$ cat src/rtl/alarm_clock.sv
// alarm_clock: 24-hour alarm clock core with keypad entry, BCD time/alarm registers and ASCII HH:MM display.
// Optional ALARM_AUTO_OFF_EN silences a sounding alarm after 60 seconds.
module alarm_clock #(
  parameter int CLKS_PER_SEC    = 256,
  parameter int KEY_TIMEOUT_SEC = 10
) (
  input  logic       clock,
  input  logic       reset,
  input  logic       stopwatch,
  input  logic       alarm_button,
  input  logic       time_button,
  input  logic [3:0] key,
  output logic       alarm_sound,
  output logic [7:0] ms_hour,
  output logic [7:0] ls_hour,
  output logic [7:0] ms_minute,
  output logic [7:0] ls_minute
);
  localparam int CW = CLKS_PER_SEC > 1 ? $clog2(CLKS_PER_SEC) : 1;
  localparam int TW = $clog2(KEY_TIMEOUT_SEC + 1);

  typedef enum logic [2:0] {
    SHOW_TIME, KEY_ENTRY, KEY_WAIT_RELEASE, SHOW_ALARM, SET_ALARM, SET_TIME
  } state_t;

  state_t        state_q, state_d;
  logic [CW-1:0] cyc_q, cyc_d;
  logic [5:0]    sec_q, sec_d;
  logic [TW-1:0] to_q, to_d;
  logic [15:0]   tm_q, tm_d, al_q, al_d, buf_q, buf_d, disp_q, disp_d;
  logic          key_prev_q, key_prev_d, tick_q, tick_d, snd_q, snd_d;
  logic          key_valid, accept, one_second, one_minute, auto_off;

  // Time values are {ms_hr, ls_hr, ms_min, ls_min}, one BCD digit each.
  function automatic logic [15:0] incr(input logic [15:0] t);
    logic [3:0] mh, lh, mm, lm;
    {mh, lh, mm, lm} = t;
    if (lm != 4'd9) return {mh, lh, mm, lm + 4'd1};
    if (mm != 4'd5) return {mh, lh, mm + 4'd1, 4'd0};
    if (mh == 4'd2 && lh == 4'd3) return 16'h0000;
    if (lh != 4'd9) return {mh, lh + 4'd1, 8'h00};
    return {mh + 4'd1, 12'h000};
  endfunction

  function automatic logic [15:0] clamp(input logic [15:0] b);
    logic [7:0] h, m;
    h = (b[15:12] > 4'd2 || (b[15:12] == 4'd2 && b[11:8] > 4'd3)) ? 8'h23 : b[15:8];
    m = (b[7:4] > 4'd5) ? 8'h59 : b[7:0];
    return {h, m};
  endfunction

`ifdef ALARM_AUTO_OFF_EN
  logic [5:0] aoff_q, aoff_d;
  always_comb begin
    aoff_d   = snd_q ? aoff_q + 6'(one_second) : 6'd0;
    auto_off = snd_q && one_second && aoff_q == 6'd59;
  end
  always_ff @(posedge clock or negedge reset)
    if (!reset) aoff_q <= '0;
    else aoff_q <= aoff_d;
`else
  assign auto_off = 1'b0;
`endif

  always_comb begin
    key_valid  = key < 4'd10;
    accept     = key_valid && !key_prev_q;
    one_second = cyc_q == CW'(CLKS_PER_SEC - 1);
    one_minute = one_second && (stopwatch || sec_q == 6'd59);
    key_prev_d = key_valid;
    cyc_d      = one_second ? '0 : cyc_q + CW'(1);
    sec_d      = !one_second ? sec_q : sec_q == 6'd59 ? 6'd0 : sec_q + 6'd1;
    tm_d       = one_minute ? incr(tm_q) : tm_q;
    tick_d     = one_minute;
    to_d       = state_q != KEY_ENTRY ? '0 : to_q + TW'(one_second);
    al_d       = al_q;
    buf_d      = buf_q;
    state_d    = state_q;
    case (state_q)
      SHOW_TIME:
        if (accept) begin
          buf_d   = {buf_q[11:0], key};
          state_d = KEY_WAIT_RELEASE;
        end else if (alarm_button) state_d = SHOW_ALARM;
      KEY_WAIT_RELEASE: if (!key_valid) state_d = KEY_ENTRY;
      KEY_ENTRY:
        if (time_button) state_d = SET_TIME;
        else if (alarm_button) state_d = SET_ALARM;
        else if (accept) begin
          buf_d   = {buf_q[11:0], key};
          state_d = KEY_WAIT_RELEASE;
        end else if (one_second && to_q == TW'(KEY_TIMEOUT_SEC - 1)) begin
          buf_d   = '0;
          state_d = SHOW_TIME;
        end
      SHOW_ALARM: if (!alarm_button) state_d = SHOW_TIME;
      SET_ALARM: begin
        al_d    = clamp(buf_q);
        buf_d   = '0;
        state_d = SHOW_TIME;
      end
      SET_TIME: begin
        // A loaded time must never look like a minute increment to the alarm.
        tm_d    = clamp(buf_q);
        tick_d  = 1'b0;
        cyc_d   = '0;
        sec_d   = '0;
        buf_d   = '0;
        state_d = SHOW_TIME;
      end
      default: state_d = SHOW_TIME;
    endcase
    disp_d = (state_q == KEY_ENTRY || state_q == KEY_WAIT_RELEASE) ? buf_q :
             state_q == SHOW_ALARM ? al_q : tm_q;
    snd_d  = (alarm_button || auto_off) ? 1'b0 : (tick_q && tm_q == al_q) ? 1'b1 : snd_q;
  end

  always_ff @(posedge clock or negedge reset)
    if (!reset) begin
      state_q    <= SHOW_TIME;
      cyc_q      <= '0;
      sec_q      <= '0;
      to_q       <= '0;
      tm_q       <= '0;
      al_q       <= '0;
      buf_q      <= '0;
      disp_q     <= '0;
      key_prev_q <= 1'b0;
      tick_q     <= 1'b0;
      snd_q      <= 1'b0;
    end else begin
      state_q    <= state_d;
      cyc_q      <= cyc_d;
      sec_q      <= sec_d;
      to_q       <= to_d;
      tm_q       <= tm_d;
      al_q       <= al_d;
      buf_q      <= buf_d;
      disp_q     <= disp_d;
      key_prev_q <= key_prev_d;
      tick_q     <= tick_d;
      snd_q      <= snd_d;
    end

  assign alarm_sound = snd_q;
  assign ms_hour     = {4'h3, disp_q[15:12]};
  assign ls_hour     = {4'h3, disp_q[11:8]};
  assign ms_minute   = {4'h3, disp_q[7:4]};
  assign ls_minute   = {4'h3, disp_q[3:0]};
endmodule

$ cat config.mk
export PLATFORM = sky130hd
export DESIGN_NAME = alarm_clock
export DESIGN_NICKNAME = d
export VERILOG_FILES = /design/src/rtl/alarm_clock.sv
export SDC_FILE = /design/constraint.sdc
export NUM_CORES = 1
export LEC_CHECK = 0
export BUFFER_PORTS_ARGS = -buffer_cell sky130_fd_sc_hd__buf_4
export CAP_MARGIN = 40
export CORE_UTILIZATION = 54
export DETAILED_ROUTE_END_ITERATION = 8
export GPL_TIMING_DRIVEN = 0
export PLACE_DENSITY = 0.79
export REMOVE_ABC_BUFFERS = 1
export SETUP_SLACK_MARGIN = 0.15
export SLEW_MARGIN = 20
export SYNTH_ARGS = -nofsm -noshare
export SYNTH_HDL_FRONTEND = slang
export SYNTH_SLANG_ARGS = --single-unit
$ cat constraint.sdc
create_clock -name clock -period 2.14 [get_ports clock]
set_input_delay 0.107 -clock clock [delete_from_list [all_inputs] [get_ports clock]]
set_output_delay 0.107 -clock clock [all_outputs]
set_load 0.02 [all_outputs]
==> impl_results.md <==
* Layout area overhead at 20.7%
* Seq/Total Area, Yosys at 0.469
* Outcome: finished, final reports clean
* Post-synth top area share at 0.469
* CP max stage delay at approximately 0.51 ns
* Simple-Gate Fraction of Synth Area at 0.210
* Filler instances at roughly 580
* Fin util at 0.682
* Vias at between 4000 and 5000
* Ys async rst share at 1.00
* Die footprint at 9070 um^2
* Peak Freq at ~0.49 GHz
* Crit path cell chain: ha_4, nand4_1, or2_4, o31a_1, or4b_4, o311ai_2
* Max-slew headroom at 0.434
* CTS Buf Count at 9
* DR pass1 iterations at 6
* Worst vdd ir at between 0.5 and 0.6 mV
* Vias in the first global route at around 4000
* Starting Density at 0.566
* Reg power frac at 0.364
* I/O pin count at 42
* Die height at approximately 95 um
* # Max-Cap Violations at 0
* #FFs+latches synth at ~90
* Period utilization at 0.956
* Clock Pin Slew Worst Setup and Hold Paths at 0.08 ns
* Synth Area per Inst at ~8.9 um^2
* Routed WL at 12800 um
* Synth Cell Area at approximately 4700 um^2
* Area contributors post-synth: dfrtp_1, nand2_1, nor2_1
* Global route overflow at 0
* First-pass GRT wire length at 19700 um
* Post-route ant nets at 0
* Internal at ~4.3 mW
* Clock skew at ~0.011 ns
* Post-Synth Adder-Cell Area at 0.0267
* CTS tree: built
* RePlAce Congestion at ~0.84
* Largest family of logic cells by synthesized area: simple AND/OR/NAND/NOR gates
* Total power at between 7 and 8 mW
* Yosys cell types at between 50 and 60
* Post-synthesis mux area share at 0.0432
* Crit path max fanout at 6
* IO Port Bufs at 25
* Worst Max-Slew Pin Slew at 0.848 ns
* Clk root buf: clkbuf_8
* Pins over their slew limit at 0
* Synth Warn # at 0
* Vias per cell at 6.14
* Worst setup SP type: register
* Compound-Gate Fraction of Synth Area at 0.139
* LEAKAGE at 2.52 nW
* Slowest cell on the critical path: or4b_4
* Fin. Hold Viols at 0
* NetSw at 3.40 mW
* Comb power frac at 0.489
* Initial antenna violation count at 0
* Worst Path Class, Setup: register to register
* Clock sinks at between 80 and 90
* Wire per inst at around 18 um
* Clock latency at the later pin of the worst-skew pair at between 0.3 and 0.4 ns
* Detailed Place HPWL at 7260 um
* All-layer global routing usage at 0.291
* Crit path DAT at 2.32 ns
* Worst hold path type: primary input to register
* # diodes at 0
* Most common cell in the synthesized netlist: dfrtp_1
* Mapped Cells at between 500 and 600
* PwrDens at about 1400 nW/um^2
* # DRC at 0
* Final Net Count at about 600
* Post-synth top cells: dfrtp_1, nand2_1, nor2_1
* Largest net degree at the start of global routing at between 40 and 50
* Largest area contributor in the synthesized netlist: dfrtp_1
* Top FF cell, synth: dfrtp_1
* DRT iter0 DRCs at ~390
* RSZ-0062 raised after global routing: yes
* Crit path time final at 2.05 ns
* EDFF count, synth at 0
* Row cnt at 33
* Switching share of power at 0.441
* CP endpoint kind: register
* Max Root-Sink Buffers at 2
* Floorplan core area at 8300 um^2
* Clock Power Share at 0.146
* Die width at around 95 um
* Critical Path RT at 2.42 ns
* Post-Synth XOR/XNOR Area at 0.0467
* Layout cells sized above 1 at 0.223
* Final setup violation count at 0
* H-tree depth at 3
[worst max-delay path: cells and delay by family, from the launching register on]
kind | cells | cell delay (ns)
flops | 1 | 0.40
compound gates | 2 | 0.49
simple gates | 3 | 0.90
fa+ha+maj | 1 | 0.16
[power by group through the flow]
stage | registers, mW | clock network, mW | logic, mW
finish | 2.81 | 1.13 | 3.77
global route | 2.86 | 1.20 | 4.05
CTS | 2.76 | 1.12 | 3.43
detailed placement | 3.00 | 0 | 2.77
global placement | 2.94 | 0 | 2.57
floorplan | 2.90 | 0 | 1.76
[through the flow]
stage           TNS, ns  cells  hold slack [ns]  worst slack, ns  cell area (um^2)
6_report              0    692            0.140           0.0944              5660
5_1_grt        -0.00216    692            0.158         -0.00216              5660
4_1_cts               0    683            0.121            0.103              5500
3_5_place_dp     -22.51    628            0.131           -0.949              4910
3_3_place_gp    -113.91    624            0.311            -3.96              4820
2_1_floorplan    -42.61    494           -0.189            -2.11              4500
[timing repair]
action	CTS	global route
hold endpoints to repair	47	0
buffers inserted	32	8
gates resized for setup	25	25
pin swaps	14	11
endpoints found under the setup margin	60	29
hold buffers	7	0
[logic make-up after synthesis]
logic type | after synthesis
buffers and inverters | 58
AO/OA/AOI/OAI | 112
flip-flops | 88
XOR/XNOR | 25
multiplexers | 20
AND/OR/NAND/NOR | 210
adder cells (fa/ha/maj) | 10
other | 2
[worst paths after layout]
path	startpoint	to	slack, ns	cells after the start
min in group asynchronous	reset	buf_q[5]$_DFFE_PN0P_	0.26	2
max in group asynchronous	reset	state_q[2]$_DFFE_PN0P_	1.23	3
hold / removal	stopwatch	tick_q$_DFF_PN0_	0.14	3
setup reg to reg	cyc_q[0]$_DFF_PN0_	tm_q[14]$_DFFE_PN0P_	0.09	6
setup / recovery	cyc_q[0]$_DFF_PN0_	tm_q[14]$_DFFE_PN0P_	0.09	6
hold reg to reg	tick_q$_DFF_PN0_	alarm_sound$_DFFE_PN0P_	0.52	2
[flip-flops by register name, indices dropped and copies added, names as in the netlist]
register,cells
al_q,16
buf_q,16
disp_q,16
tm_q,16
cyc_q,8
sec_q,6
to_q,4
state_q,3
alarm_sound,1
key_prev_q,1
tick_q,1
[cells in the final DEF, fill, tap and decap left out, drive strengths merged, types with 3 or more instances in the layout]
cell,synthesis,final
a31oi,5,5
nand3,15,15
nand4,5,5
nor4,3,3
ha,10,10
a21oi,29,29
buf,26,70
o311ai,4,4
conb,2,16
and3,3,3
nor2,50,50
dlygate4sd3,0,7
nand2,85,85
o21ai,54,54
nand2b,3,3
mux2i,18,18
inv,12,12
a21o,4,4
nand3b,3,3
and2,3,3
xnor2,20,20
or3,5,5
nor3,17,17
dfrtp,88,88
clkbuf,19,13
or4,3,3
o221ai,3,3
nor2b,3,3
xor2,5,5
[area by class of cell]
cell class / count / area (um^2) / share of cell area
clock buffers: 13 / 139 / 0.0245
clock inverters: 3 / 42.5 / 0.00751
inverters: 13 / 57.6 / 0.0102
multi-input cells: 393 / 2410 / 0.425
flip-flops and latches: 88 / 2220 / 0.392
well taps: 105 / 131 / 0.0232
repair buffers: 77 / 662 / 0.117
[metal layers]
layer | routed length, um | share of wire | vias up | track usage
met3 | 1080 | 0.084 | 57 | 0.0415
met5 | 0 | 0 | - | 0
met4 | 474 | 0.037 | 0 | 0.170
li1 | - | - | 1887 | -
met2 | 6380 | 0.50 | 248 | 0.473
met1 | 4860 | 0.38 | 2060 | 0.369
Note: power is estimated with default switching activity, not from simulation.
